--- config.mk ---
export PLATFORM = sky130hd
export DESIGN_NAME = hub75_panel_rx
export DESIGN_NICKNAME = d
export VERILOG_FILES = /design/src/rtl/hub75_panel_rx.sv
export SDC_FILE = /design/constraint.sdc
export NUM_CORES = 1
export LEC_CHECK = 0
export ABC_AREA = 1
export CAP_MARGIN = 10
export CORE_ASPECT_RATIO = 2
export CORE_UTILIZATION = 55
export CTS_CLUSTER_DIAMETER = 50
export DETAILED_ROUTE_END_ITERATION = 12
export PLACE_DENSITY_LB_ADDON = 0.15
export SLEW_MARGIN = 20
export SYNTH_ARGS = -nofsm -noshare
export SYNTH_HDL_FRONTEND = slang
export SYNTH_SLANG_ARGS = --single-unit
--- constraint.sdc ---
create_clock -name CLK_I -period 9.6 [get_ports CLK_I]
set_input_delay 1.92 -clock CLK_I [delete_from_list [all_inputs] [get_ports CLK_I]]
set_output_delay 1.92 -clock CLK_I [all_outputs]
set_load 0.01 [all_outputs]
--- src/rtl/hub75_panel_rx.sv ---
// HUB75 panel receiver: rebuilds latched double-rows, streams pixels, measures OE on-time; latch acts 3 cycles after the pin edge.
// Pixel stream holds all outputs while PIX_READY is low; a latch arriving mid-stream flags OVR_ERR and restarts the stream.
module hub75_panel_rx #(
  parameter int WIDTH    = 32,
  parameter int ROW_BITS = 4,
  parameter int ON_BITS  = 16,
  localparam int COL_BITS = $clog2(WIDTH),
  localparam int CNT_BITS = $clog2(WIDTH + 2)
) (
  input  logic                CLK_I,
  input  logic                RST_I,
  input  logic                R0,
  input  logic                G0,
  input  logic                B0,
  input  logic                R1,
  input  logic                G1,
  input  logic                B1,
  input  logic                RA,
  input  logic                RB,
  input  logic                RC,
  input  logic                RD,
  input  logic                CLK_O,
  input  logic                LATCH,
  input  logic                OE,
  output logic                PIX_VALID,
  input  logic                PIX_READY,
  output logic [ROW_BITS:0]   PIX_ROW,
  output logic [COL_BITS-1:0] PIX_COL,
  output logic [2:0]          PIX_RGB,
  output logic [ON_BITS-1:0]  ON_TIME,
  output logic                ON_VALID,
  output logic                LEN_ERR,
  output logic                OVR_ERR
);

  typedef enum logic [1:0] {IDLE, UPPER, LOWER} state_t;

  // Bit order: {OE, LATCH, CLK_O, RD, RC, RB, RA, R0, G0, B0, R1, G1, B1}
  localparam logic [12:0] SYNC_RST = 13'h1000;

  logic [12:0] sync1, sync2;
  logic        clk_d3, lat_d3;
  logic        clk_rise, lat_rise, oe_low;
  logic [5:0]  data6;
  logic [3:0]  addr4;

  logic [WIDTH-1:0][5:0] sh_buf, sh_next, disp_buf;
  logic [ROW_BITS-1:0]   row_q;
  logic [CNT_BITS-1:0]   shift_cnt, cnt_next;
  logic [ON_BITS-1:0]    on_cnt;

  state_t              state, state_nx;
  logic [COL_BITS-1:0] col, col_nx;
  logic                accept;

  always_ff @(posedge CLK_I) begin
    if (RST_I) begin
      sync1  <= SYNC_RST;
      sync2  <= SYNC_RST;
      clk_d3 <= 1'b0;
      lat_d3 <= 1'b0;
    end else begin
      sync1  <= {OE, LATCH, CLK_O, RD, RC, RB, RA, R0, G0, B0, R1, G1, B1};
      sync2  <= sync1;
      clk_d3 <= sync2[10];
      lat_d3 <= sync2[11];
    end
  end

  assign data6    = sync2[5:0];
  assign addr4    = sync2[9:6];
  assign clk_rise = sync2[10] & ~clk_d3;
  assign lat_rise = sync2[11] & ~lat_d3;
  assign oe_low   = ~sync2[12];

  // Newest bit enters column 0, so the first-shifted bit ends at WIDTH-1.
  always_comb begin
    sh_next  = clk_rise ? {sh_buf[WIDTH-2:0], data6} : sh_buf;
    cnt_next = shift_cnt;
    if (clk_rise && shift_cnt != CNT_BITS'(WIDTH + 1))
      cnt_next = shift_cnt + 1'b1;
  end

  always_ff @(posedge CLK_I) begin
    sh_buf <= sh_next;
    if (lat_rise) begin
      disp_buf <= sh_next;
      row_q    <= addr4[ROW_BITS-1:0];
    end
  end

  always_ff @(posedge CLK_I) begin
    if (RST_I) begin
      shift_cnt <= '0;
      on_cnt    <= '0;
      ON_TIME   <= '0;
      ON_VALID  <= 1'b0;
      LEN_ERR   <= 1'b0;
      OVR_ERR   <= 1'b0;
    end else begin
      ON_VALID <= lat_rise;
      if (lat_rise) begin
        if (cnt_next != CNT_BITS'(WIDTH)) LEN_ERR <= 1'b1;
        if (state != IDLE) OVR_ERR <= 1'b1;
        shift_cnt <= '0;
        ON_TIME   <= on_cnt;
        on_cnt    <= oe_low ? ON_BITS'(1) : '0;
      end else begin
        shift_cnt <= cnt_next;
        if (oe_low && on_cnt != '1) on_cnt <= on_cnt + 1'b1;
      end
    end
  end

  always_ff @(posedge CLK_I) begin
    if (RST_I) begin
      state <= IDLE;
      col   <= '0;
    end else begin
      state <= state_nx;
      col   <= col_nx;
    end
  end

  assign accept = PIX_VALID & PIX_READY;

  always_comb begin
    state_nx = state;
    col_nx   = col;
    if (lat_rise) begin
      state_nx = UPPER;
      col_nx   = '0;
    end else if (state != IDLE && accept) begin
      if (col == COL_BITS'(WIDTH - 1)) begin
        col_nx   = '0;
        state_nx = (state == UPPER) ? LOWER : IDLE;
      end else begin
        col_nx = col + 1'b1;
      end
    end
  end

  always_comb begin
    PIX_VALID = 1'b0;
    PIX_ROW   = '0;
    PIX_COL   = col;
    PIX_RGB   = 3'b000;
    case (state)
      UPPER: begin
        PIX_VALID = 1'b1;
        PIX_ROW   = {1'b0, row_q};
        PIX_RGB   = disp_buf[col][5:3];
      end
      LOWER: begin
        PIX_VALID = 1'b1;
        PIX_ROW   = {1'b1, row_q};
        PIX_RGB   = disp_buf[col][2:0];
      end
      default: ;
    endcase
  end

endmodule
==> metrics.txt <==
width of the die 127 um; CTS tree done; grt ovf 0; max-cap viol count 0; port buffer count 48; max incr delay on CP 0.62 ns; setup TNS 0 ns; critical-path cell list buf_4, inv_2, nor2_1, nand2_1, nand3_1, nand3_1, nand2_1, nand3_1, a21oi_1, clkdlybuf4s50_1; total track usage 0.227; overall die height 252 um; Fin. Hold Viols 0; core area 30,700 um^2; FF-to-FF End disp_buf[191]; depth of the most critical reg-to-reg path 6; Post-CTS Setup Inserts 0; CP Class flop to primary output; residual DRC count 0; crit path from PIX_COL[1]; Syn. warnings 0; First-pass DRT Iterations 5; pin count of the biggest net entering global routing 168; Cell variety after synth 25; startpoint types flop; Final min period 5.63 ns; post-route clock period utilization 0.586; Vias 12,046; register bit total from synthesis 464; RSZ-0062 raised after global routing no; critical path arrival 3.71 ns; hpwl dp 20,800 um; Clock transition at path regs 0.07 ns; clock skew 0.0175 ns; ranking of synthesized cells by area edfxtp_1 (34%), dfxtp_1 (31%), nand2_1 (19%), nand3_1 (3.3%), nor2_1 (3.0%); first-pass GRT wire length 57,200 um; final setup violating endpoints 0; Slew @ Worst Pin 1.04 ns; Final Max Slew Viols 0; Die Area 32,000 um^2; synthesized area 17,200 um^2; Clk Latency, worst-skew pair 0.54 ns; Initial Util 0.559; post-CTS sizing 0; crit-path most repeated cell nand3_1; post-synthesis sequential area ratio 0.655; Hold Path Class flop to flop; # rows 91; cells after synthesis 1,912; Iter 0 DRT Violations 867; H-tree depth 2; Syn Area/Cell 8.99 um^2; Syn-to-layout area delta 11.2%; P_leak 8.16 nW; Antenna Nets Post-Route 0; Num CTS Buffers 39; CP max stage cell inv_2; setup slack, reg-to-reg 6.70 ns; final wirelength 35,200 um; root buf cell clkbuf_16; share of cells above drive strength 1 0.0414; vias in the first global route 11,762; gp weighted congestion 0.844; Crit Path Max Fanout 54; launching point of the worst reg2reg path sync2[10]; Max-Slew Margin vs Limit 0.304; critical path required time 7.68 ns; Antenna Cells 0; Cell Pwr Density 202 nW/um^2; syn_nets 1,936; CP endpoint kind primary output; f_max 178 MHz; status finished clean; clock sink total 464; WHS 0.401 ns; Nets 1,950; initial antenna violation count 0; area share of the largest cell type after synthesis 0.343; routed len/inst 15.1 um; CP endpoint PIX_RGB[1]; vias per cell 5.18; largest area contributor in the netlist edfxtp_1; clk buf depth 3; Max IR drop VDD 124 uV; hold buffers post-CTS 0; Ports 49
-- cell usage after synthesis --
cell type	number
nand2_1	876
dfxtp_1	268
edfxtp_1	196
nor2_1	137
inv_1	117
nand3_1	113
o21ai_0	51
clkbuf_1	41
buf_2	29
a21oi_1	26
buf_4	13
nor3_1	9
ha_1	8
a211oi_1	4
buf_6	4
nand4_1	4
nor2_2	3
or2_2	3
inv_2	2
nand3b_1	2
o21ai_1	2
a31oi_1	1
buf_1	1
nor3_2	1
xor2_1	1
-- through the flow --
step / utilization / worst slack [ns] / cell area, um^2 / power [mW] / cells
final: 0.622 / 3.97 / 19100 / 3.86 / 2327
after global routing: 0.622 / 3.76 / 19100 / 3.99 / 2327
after CTS: 0.622 / 3.99 / 19100 / 3.90 / 2327
after detailed placement: 0.580 / 4.57 / 17800 / 2.32 / 2257
after global placement: 0.580 / 4.65 / 17800 / 2.31 / 2257
after floorplan: - / 2.60 / 17200 / 2.28 / 1912
-- flip-flops by register name, indices dropped and copies added (netlist names), 2 cells and up --
register	count
sync2	13
sync1	13
row_q	4
on_cnt	16
shift_cnt	6
ON_TIME	16
PIX_COL	5
disp_buf	192
state	2
sh_buf	192
-- layout make-up --
class | count | area (um^2)
Clock buffer | 59 | 1150
Clock inverter | 11 | 126
Fill cell | 2656 | 11600
Inverter | 119 | 452
Multi-Input combinational cell | 1241 | 5050
Sequential cell | 464 | 11300
Tap cell | 372 | 465
Timing Repair Buffer | 61 | 603
-- critical path: cells and delay by family, from the launching register on --
kind,cells,cell delay [ns]
buf+inv,3,1.80
simple gates,6,0.78
flops,1,0.31
compound gates,1,0.25
-- power breakdown --
part           switching (mW)  internal (mW)  total [mW]
Sequential             0.0265           2.12        2.15
Combinational          0.0881         0.0372       0.125
Clock                   0.678          0.911        1.59
-- worst min-delay path by stage --
stage,slack [ns],start,cells after the start,to
after global routing,0.41,sync1[8],2,sync2[8]
after floorplan,0.39,sync2[6],0,row_q[0]
after global placement,0.39,sync2[6],0,row_q[0]
final,0.40,sync1[8],2,sync2[8]
after CTS,0.40,sync1[8],2,sync2[8]
after detailed placement,0.39,sync2[8],0,row_q[2]
-- kinds of logic after synthesis --
group,synth area share
AO/OA/AOI/OAI,0.0251
XOR/XNOR,0.000510
buffers and inverters,0.0519
flip-flops,0.655
AND/OR/NAND/NOR,0.262
adder cells (fa/ha/maj),0.00583
-- metal layers --
| layer | vias up | track usage | wire, um |
|---|---|---|---|
| met5 | - | 0 | 0 |
| met4 | 0 | 0.114 | 1570 |
| met3 | 89 | 0.0310 | 1410 |
| met2 | 242 | 0.427 | 18900 |
| met1 | 5657 | 0.246 | 13400 |
| li1 | 6058 | - | - |
-- layout by cell type, fill, tap and decap left out, drive strengths merged --
cell and count:
clkbuf 59, a211oi 4, nor2 140, dfxtp 268, edfxtp 196, o21ai 53, or2 3, nand3b 2
ha 8, nor3 10, a31oi 1, nand3 113, xor2 1, buf 13, clkinv 8, clkdlybuf4s50 48
a21oi 26, inv 119, nand4 4, bufinv 3, nand2 876
Power figures use the tool's default switching activity.
